### config.mk
export PLATFORM = sky130hd
export DESIGN_NAME = instr_fetch
export DESIGN_NICKNAME = d
export VERILOG_FILES = /design/src/rtl/instr_fetch.sv
export SDC_FILE = /design/constraint.sdc
export NUM_CORES = 1
export LEC_CHECK = 0
export CELL_PAD_IN_SITES_DETAIL_PLACEMENT = 1
export CELL_PAD_IN_SITES_GLOBAL_PLACEMENT = 1
export CORE_ASPECT_RATIO = 1.25
export CORE_MARGIN = 3
export CORE_UTILIZATION = 36
export CTS_BUF_LIST = sky130_fd_sc_hd__clkbuf_4 sky130_fd_sc_hd__clkbuf_8
export CTS_CLUSTER_DIAMETER = 100
export CTS_CLUSTER_SIZE = 10
export DETAILED_ROUTE_END_ITERATION = 12
export GPL_TIMING_DRIVEN = 0
export HOLD_SLACK_MARGIN = 0.15
export MAX_ROUTING_LAYER = met4
export PLACE_DENSITY = 0.78
export SYNTH_ARGS = -nofsm -noshare
export SYNTH_HDL_FRONTEND = slang
export SYNTH_SLANG_ARGS = --single-unit
export TNS_END_PERCENT = 30
### constraint.sdc
create_clock -name clk -period 2.3 [get_ports clk]
set_input_delay 0.46 -clock clk [delete_from_list [all_inputs] [get_ports clk]]
set_output_delay 0.46 -clock clk [all_outputs]
set_load 0.02 [all_outputs]
### src/rtl/instr_fetch.sv
// Instruction fetch unit: owns the PC, reads a combinational instruction memory
// and queues {pc, instr} pairs in a 2-entry FIFO presented through valid/ready.
module instr_fetch #(
  parameter int          ADDR_W   = 5,
  parameter int          DATA_W   = 32,
  parameter int unsigned RESET_PC = 0
) (
  input  logic              clk,
  input  logic              rst,
  input  logic              fetch_en,
  output logic [ADDR_W-1:0] imem_addr,
  input  logic [DATA_W-1:0] imem_instr,
  input  logic              redirect_valid,
  input  logic [ADDR_W-1:0] redirect_pc,
  output logic              out_valid,
  input  logic              out_ready,
  output logic [DATA_W-1:0] out_instr,
  output logic [ADDR_W-1:0] out_pc,
  output logic [1:0]        buf_count
);

  logic [ADDR_W-1:0] pc, pc_next;
  logic [ADDR_W-1:0] head_pc, head_pc_next, tail_pc, tail_pc_next;
  logic [DATA_W-1:0] head_instr, head_instr_next, tail_instr, tail_instr_next;
  logic [1:0]        count, count_next, fill;
  logic              pop, push;

  assign imem_addr = pc;
  assign out_valid = (count != 2'd0);
  assign out_pc    = head_pc;
  assign out_instr = head_instr;
  assign buf_count = count;

  assign pop  = out_valid & out_ready;
  assign push = fetch_en & ~redirect_valid & ((count != 2'd2) | pop);
  // Slot the new entry lands in once this cycle's pop has been accounted for.
  assign fill = count - {1'b0, pop};

  always_comb begin
    pc_next         = pc;
    count_next      = count;
    head_pc_next    = head_pc;
    head_instr_next = head_instr;
    tail_pc_next    = tail_pc;
    tail_instr_next = tail_instr;

    if (pop && count == 2'd2) begin
      head_pc_next    = tail_pc;
      head_instr_next = tail_instr;
    end

    if (redirect_valid) begin
      pc_next    = redirect_pc;
      count_next = 2'd0;
    end else begin
      count_next = fill + {1'b0, push};
      if (push) begin
        pc_next = pc + ADDR_W'(1);
        if (fill == 2'd0) begin
          head_pc_next    = pc;
          head_instr_next = imem_instr;
        end else begin
          tail_pc_next    = pc;
          tail_instr_next = imem_instr;
        end
      end
    end
  end

  always_ff @(posedge clk or posedge rst) begin
    if (rst) begin
      pc         <= ADDR_W'(RESET_PC);
      count      <= 2'd0;
      head_pc    <= '0;
      head_instr <= '0;
      tail_pc    <= '0;
      tail_instr <= '0;
    end else begin
      pc         <= pc_next;
      count      <= count_next;
      head_pc    <= head_pc_next;
      head_instr <= head_instr_next;
      tail_pc    <= tail_pc_next;
      tail_instr <= tail_instr_next;
    end
  end

endmodule

## Word-level counts from Yosys, hierarchy flattened

Cells that the tools add are included.

- Register bits after elaboration: 81

- $add $sub $neg: 3
- Eq/ne operators: 2
- Multiplexer cells: 11
- Bitwise gates (word level): 6
- Reductions and logical operators: 5

Operators with widths:

| cell | count |
|---|---|
| $mux 32 | 4 |
| $mux 5 | 6 |
| $add 5x1->5 const B | 1 |
| $reduce_bool 2->1 | 2 |
| $and 1x1->1 | 3 |
| $reduce_and 3->1 | 1 |
| $add 2x1->2 | 1 |
| $eq 2x2->1 const B | 1 |
| $logic_not 2->1 | 1 |
| $mux 2 | 1 |
| $ne 2x2->1 const B | 1 |
| $not 1->1 | 2 |
| $sub 2x1->2 | 1 |
| $logic_and 1x1->1 | 1 |
| $or 1x1->1 | 1 |

## Depth between registers and ports, before layout

Gate-level depths: netlist (run 1).

- Depth after elaboration: 7
- Mapped depth: 9
- Gate-level depth less buffers: 9

## Least setup slack after synthesis (run 1)

Ideal clock, no wire load.

- Kind: flip-flop to flip-flop
- Start: register count[1], in the netlist buf_count[1]
- End: register tail_instr[0]
- Arrival: 2.532 ns
- Slack: -0.357 ns
- Stages on the path, launching flop included: 8
- Buffers on the path: 1
- Period minus slack after synthesis: 2.657 ns
- Path through: dfrtp_1 > inv_1 > nand2_1 > and2_1 > ha_1 > a2111oi_4 > buf_6 > mux2_2

- Longest elaborated chain between the ends: 6
- Elaborated cells between the ends (all ways): 9
- Classes of those cells: add/sub: 1; eq/ne: 1; bitwise: 4; reduce/logical: 3

Ends and longest elaborated chain:

| what | RTL line | source |
|---|---|---|
| start, declared | 25 | `logic [1:0] count, count_next, fill;` |
| start signal, assigned | 80 | `count <= count_next;` |
| $reduce_bool 2->1 (*) | 29 | `assign out_valid = (count != 2'd0);` |
| via out_valid | 15 | `output logic out_valid,` |
| $and 1x1->1 (*) | 34 | `assign pop = out_valid & out_ready;` |
| $sub 2x1->2 | 37 | `assign fill = count - {1'b0, pop};` |
| $logic_not 2->1 | 59 | `if (fill == 2'd0) begin` |
| $not 1->1 (no source line) | n/a |  |
| $reduce_and 3->1 (no source line) (*) | n/a |  |
| end signal, assigned | 84 | `tail_instr <= tail_instr_next;` |
| end, declared | 24 | `logic [DATA_W-1:0] head_instr, head_instr_next, tail_instr, tail_instr_next;` |

Mark *: on every way through the listed nets, which the timed path passes. The rest lies on a longest branch.
A chain may end at the register's enable or synchronous reset.

## Worst setup path after layout (run 1)

- Start: input out_ready
- End: register tail_instr[28]

- Longest elaborated chain between the ends: 5
- Elaborated cells between the ends (all ways): 7
- Classes of those cells: add/sub: 1; bitwise: 4; reduce/logical: 2

Ends and longest elaborated chain:

| what | RTL line | source |
|---|---|---|
| start, declared | 16 | `input logic out_ready,` |
| $and 1x1->1 (*) | 34 |  |
| $sub 2x1->2 | 37 |  |
| $logic_not 2->1 | 59 |  |
| $not 1->1 (no source line) | n/a |  |
| $reduce_and 3->1 (no source line) (*) | n/a |  |

Mark *: on every way between the ends. The rest lies on a longest branch, timed or not.

==> results of run 1 <==
## registers in the layout (all words and copies together), names as in the netlist
name,count
out_pc,5
tail_instr,32
imem_addr,5
out_instr,32
buf_count,2
tail_pc,5
## timing repair
| action | in CTS | in global routing |
|---|---|---|
| endpoints found under the setup margin | 74 | 56 |
| buffers inserted | 3 | 0 |
| resized for setup | 10 | 8 |
| pin swaps | 1 | 0 |
## critical path, stage by stage
cell             delay [ns]
clkdlybuf4s50_1        0.55
and2_4                 0.17
ha_4                   0.20
a2111oi_4              0.35
buf_6                  0.18
buf_6                  0.17
mux2_2                 0.34
## per-stage QoR
| step | total power [uW] | cells | worst slack [ns] |
|---|---|---|---|
| 2_1_floorplan | 3970 | 291 | 0.0107 |
| 3_3_place_gp | 4990 | 500 | -0.725 |
| 3_5_place_dp | 5140 | 502 | -0.790 |
| 4_1_cts | 6450 | 520 | 0.0241 |
| 5_1_grt | 6790 | 520 | 0.00658 |
| 6_report | 6360 | 520 | 0.0958 |
## power breakdown
part	switching [uW]	internal, uW
Clock	531	721
Sequential	385	2100
Combinational	1250	1380
Total	2160	4200
## cell usage after synthesis
library cell,number
a31oi_1,1
ha_1,3
nand3b_1,1
and2_1,1
a2bb2oi_1,1
or3_1,1
nor2_1,2
buf_6,3
a2111oi_4,1
nor2b_1,3
nor4bb_1,1
nand2_1,43
or4_1,3
mux2_2,35
nor3_1,1
xnor2_1,2
o211ai_1,1
dfrtp_1,81
mux2i_1,37
buf_2,4
o21ai_0,41
mux2_1,2
o21a_1,1
clkbuf_1,10
nor3b_4,1
nand4_1,2
nand3_1,3
inv_1,6
## layout make-up
class,count,share of cell area
Buffer,17,0.0229
Clock buffer,9,0.0252
Clock inverter,6,0.0234
Inverter,6,0.00585
Multi-Input combinational cell,187,0.290
Sequential cell,81,0.413
Tap cell,123,0.0313
Timing Repair Buffer,91,0.189
## path summary, 6_finish.rpt
check                                        endpoint  slack, ns  cells past startpoint
min in group clk               tail_pc[2]$_DFFE_PP0P_       0.49                      1
setup / recovery           tail_instr[28]$_DFFE_PP0P_        0.1                      7
setup reg to reg           tail_instr[28]$_DFFE_PP0P_       0.16                      8
max in group asynchronous      buf_count[1]$_DFF_PP0_       1.08                      4
hold / removal             tail_instr[17]$_DFFE_PP0P_       0.45                      2
hold reg to reg                tail_pc[2]$_DFFE_PP0P_       0.49                      1
## routing by layer
metal | up-vias | GRT usage | wire [um]
met1 | 1341 | 0.210 | 3710
met2 | 53 | 0.311 | 4820
met5 | - | - | 0
met3 | 9 | 0.0294 | 328
li1 | 1216 | - | -
met4 | 0 | 0.0606 | 133
## kinds of logic (layout without fill, tap and decap cells)
logic type	after synthesis	count (layout)	share of synthesized area
compound gates	46	46	0.0743
xor+xnor	2	2	0.00495
fa+ha+maj	3	3	0.0106
buf+inv	23	129	0.0322
flops	81	81	0.573
mux	74	74	0.222
simple gates	62	62	0.0824
==> impl_metrics.env, run 1 <==
export IMPL_leakage_uw=0.00224
export IMPL_layout_area_seq_um2=2030
export IMPL_path_class="input pin to flip-flop"
export IMPL_numCtsBuffers=9
export IMPL_post_dp_cell_area_um2=4620
export IMPL_synth_area_um2=3540
export IMPL_cts_clk_slew_worst_paths_ns=0.09
export IMPL_tightestPinTransition_ns=0.439
export IMPL_synth_seq_cells=81
export IMPL_cts_root_buf="clkbuf_8"
export IMPL_drive_gt1_frac=0.202
export IMPL_final_cell_mix="clkdlybuf4s50_1, dfrtp_1, nand2_1"
export IMPL_irDropWorstVdd_v=0.000705
export IMPL_syn_to_final_growth_pct=39.0
export IMPL_synthTopCellsByArea="dfrtp_1, mux2_2, mux2i_1"
export IMPL_routed_wl_mm=9.00
export IMPL_dr_pass1_iters=3
export IMPL_min_path_type="input pin to async pin"
export IMPL_tns_ns=0
export IMPL_num_rows=39
export IMPL_drv_slew=0
export IMPL_finalHoldViolations=0
export IMPL_nFillCells=981
export IMPL_drt_vias_per_instance=5.04
export IMPL_yosysTopAreaCellShare=0.573
export IMPL_yosysSeqAreaShare=0.573
export IMPL_post_route_period_util=0.958
export IMPL_grt_remaining_overflow=0
export IMPL_synth_warnings=0
export IMPL_crit_arrival_ns=2.43
export IMPL_drt_iter0_drc=83
export IMPL_synth_cells=291
export IMPL_cts_buffer_depth=2
export IMPL_synth_largest_area_cell="dfrtp_1"
export IMPL_ctsHoldBuffers=0
export IMPL_ioPinCount=87
export IMPL_utilization=0.525
export IMPL_final_nets=438
export IMPL_drc_errors=0
export IMPL_antenna_found_initial=0
export IMPL_antenna_left=0
export IMPL_outcome="finished, final reports clean"
export IMPL_cp_startpoint="out_ready"
export IMPL_port_buffers=86
export IMPL_rsz0062_at_grt="no"
export IMPL_start_kind="input pin"
export IMPL_finalSetupViolCount=0
export IMPL_clkSinkCount=81
export IMPL_grt_pass1_wl_mm=14.7
export IMPL_fin_crit_ns=2.20
export IMPL_coreArea_um2=9370
export IMPL_clock_latency_ns=0.35
export IMPL_cp_end_kind="flip-flop"
export IMPL_grt_max_degree=40
export IMPL_finalHoldWorstSlack_ns=0.447
export IMPL_wl_per_cell_um=17.3
export IMPL_timing_rr_start="buf_count[0]$_DFF_PP0_"
export IMPL_fmax_mhz=454
export IMPL_gp_congestion=0.739
export IMPL_h_tree_depth=3
export IMPL_slew_limit_headroom=0.707
export IMPL_dieArea_um2=11100
export IMPL_die_w_um=94.7
export IMPL_syn_avg_cell_area_um2=12.2
export IMPL_via_count=2619
export IMPL_power_density_nw_per_um2=1290
export IMPL_synth_distinct_cells=28
export IMPL_cap_violations=0
export IMPL_multi_input_area_um2=1430
export IMPL_fin_skew_ns=0.0171
export IMPL_synth_fp_nets=336
export IMPL_grt_pass1_vias=2932
export IMPL_mostFrequentLayoutCell="clkdlybuf4s50_1"
export IMPL_track_usage=0.179
export IMPL_required_ns=2.53
export IMPL_cts_tree="yes"
export IMPL_cp_max_fo=10
export IMPL_final_cell_area_um2=4920
export IMPL_die_h_um=117
export IMPL_start_util=0.378
export IMPL_hpwlAfterDp_mm=6.42
export IMPL_insertedDiodeCount=0
Power figures use the tool's default switching activity.
==> run 2: changes to the inputs <==
CORE_MARGIN = 8   (was 3)
==> run 2 against run 1 <==
Against the previous run:
- sequential share of layout area decreased by 0.37 points
- die area increased by 20%
- via count decreased by 0.27%
- register-to-register slack got worse by 0.06 ns
- wire length increased by 3.6%
- final cell count increased by 0.96%
- sequential power about the same
- non-clock buffer count increased by 1
- worst hold slack improved by 0.050 ns
- critical path type is now flip-flop to flip-flop
- largest power group unchanged
==> impl_metrics.env, run 2 (same netlist as run 1, synthesis figures left out) <==
export IMPL_outcome="finished, final reports clean"
export IMPL_finalHoldViolations=0
export IMPL_grt_remaining_overflow=0
export IMPL_cts_root_buf="clkbuf_8"
export IMPL_drv_slew=0
export IMPL_irDropWorstVdd_v=0.000587
export IMPL_pwr_share_comb=0.406
export IMPL_via_count=2612
export IMPL_power_density_nw_per_um2=1310
export IMPL_wl_per_cell_um=17.8
export IMPL_min_path_type="flip-flop to flip-flop"
export IMPL_finalSetupViolCount=0
export IMPL_ctsHoldBuffers=0
export IMPL_cts_clk_slew_worst_paths_ns=0.09
export IMPL_fin_crit_ns=2.20
export IMPL_cap_violations=0
export IMPL_crit_chain="inv_2 > nand2_4 > and2_4 > ha_4 > a2111oi_4 > buf_4 > buf_6 > mux2_2"
export IMPL_coreArea_um2=9610
export IMPL_final_cell_mix="clkdlybuf4s50_1, dfrtp_1, nand2_1"
export IMPL_finish_cell_count_without_fillers=525
export IMPL_start_kind="flip-flop"
export IMPL_r2r_cells=8
export IMPL_timing_rr_start="buf_count[0]$_DFF_PP0_"
export IMPL_port_buffers=86
export IMPL_fin_skew_ns=0.0197
export IMPL_crit_family="buffers and inverters"
export IMPL_insertedDiodeCount=0
export IMPL_dieArea_um2=13300
export IMPL_max_stage_delay_ns=0.45
export IMPL_slew_limit_headroom=0.619
export IMPL_required_ns=2.52
export IMPL_cp_max_fo=10
export IMPL_total_power_uw=6520
export IMPL_routed_wl_mm=9.33
export IMPL_swShare=0.331
export IMPL_clock_latency_ns=0.35
export IMPL_reg2reg_to="tail_instr[12]$_DFFE_PP0P_"
export IMPL_antenna_found_initial=0
export IMPL_grt_max_degree=35
export IMPL_drc_errors=0
export IMPL_track_usage=0.148
export IMPL_numCtsBuffers=9
export IMPL_tns_ns=0
export IMPL_syn_to_final_growth_pct=40.3
export IMPL_mostFrequentLayoutCell="clkdlybuf4s50_1"
export IMPL_die_w_um=105
export IMPL_grt_pass1_vias=3063
export IMPL_crit_arrival_ns=2.41
export IMPL_cts_buffer_depth=2
export IMPL_regToRegSetupSlack_ns=0.10
export IMPL_crit_path_top_delay_cell="dfrtp_2"
export IMPL_drive_gt1_frac=0.206
export IMPL_path_class="flip-flop to flip-flop"
export IMPL_final_nets=439
export IMPL_antenna_left=0
export IMPL_nFillCells=1017
export IMPL_internal_power_uw=4360
export IMPL_leakage_uw=0.00227
export IMPL_utilization=0.516
export IMPL_start_util=0.368
export IMPL_worstHoldStart="tail_pc[2]$_DFFE_PP0P_"
export IMPL_layout_area_seq_um2=2030
export IMPL_clkPwrFrac=0.212
export IMPL_h_tree_depth=3
export IMPL_pwr_share_seq=0.381
export IMPL_hold_path_endpoint="tail_pc[2]$_DFFE_PP0P_"
export IMPL_multi_input_area_um2=1430
export IMPL_fmax_mhz=456
export IMPL_drt_vias_per_instance=4.98
export IMPL_dr_pass1_iters=4
export IMPL_crit_buf_inv=3
export IMPL_gp_congestion=0.720
export IMPL_tightestPinTransition_ns=0.570
export IMPL_grt_pass1_wl_mm=15.5
export IMPL_post_route_period_util=0.954
export IMPL_hold_depth=1
export IMPL_die_h_um=127
export IMPL_cp_end_kind="flip-flop"
export IMPL_ioPinCount=87
export IMPL_clkSinkCount=81
export IMPL_drt_iter0_drc=72
export IMPL_cts_tree="yes"
export IMPL_rsz0062_at_grt="no"
export IMPL_dp_cells=505
export IMPL_hpwlAfterDp_mm=6.81
export IMPL_p_switching_uw=2160
export IMPL_num_rows=40
run 2: cell types whose count changed in the layout (fill, tap and decap cells not counted), sizes merged:
cell / before / now
buf: 14 / 17
bufinv: 3 / 4
clkdlybuf4s50: 86 / 85
clkinv: 1 / 0
dlymetal6s2s: 0 / 1
inv: 6 / 5
run 2: routing by layer:
metal | wire length (um) | up-vias | GRT usage
li1 | - | 1216 | -
met1 | 3960 | 1326 | 0.163
met2 | 4880 | 62 | 0.262
met3 | 361 | 8 | 0.0309
met4 | 119 | 0 | 0.0505
met5 | 0 | - | -
run 2: metrics by stage:
step,area [um2],hold WS (ns),worst slack (ns)
6_report,4960,0.497,0.105
3_5_place_dp,4630,0.484,-0.755
5_1_grt,4960,0.526,0.00762
4_1_cts,4940,0.502,0.0311
3_3_place_gp,4590,0.466,-0.665
2_1_floorplan,3570,0.457,0.0107
run 2: worst max path at each step:
stage	startpoint	to	depth (start not counted)
CTS	out_ready	out_instr[26]$_DFF_PP0_	8
floorplan	buf_count[0]$_DFF_PP0_	tail_instr[0]$_DFFE_PP0P_	7
global placement	out_ready	tail_instr[12]$_DFFE_PP0P_	6
global route	buf_count[0]$_DFF_PP0_	tail_instr[12]$_DFFE_PP0P_	8
detailed placement	out_ready	tail_instr[1]$_DFFE_PP0P_	6
finish	buf_count[0]$_DFF_PP0_	tail_instr[12]$_DFFE_PP0P_	8
run 2: repair_timing:
item                                    in CTS  in global routing
buffers inserted                             3                  1
endpoints found under the setup margin      74                 63
pin swaps                                    1                  0
gates resized for setup                      9                  8
gates cloned                                 0                  0
run 2: layout make-up:
type	count	area share
Multi-Input combinational cell	187	0.289
Clock buffer	11	0.0293
Tap cell	126	0.0318
Sequential cell	81	0.409
Timing Repair Buffer	92	0.188
Inverter	6	0.00580
Clock inverter	5	0.0257
Buffer	17	0.0212
run 2: power groups by stage:
stage,Clock (uW),Sequential (uW),Combinational [uW]
floorplan,0,2830,1140
global placement,0,2480,2530
detailed placement,0,2520,2630
CTS,1410,2500,2680
global route,1460,2570,2870
finish,1380,2490,2650
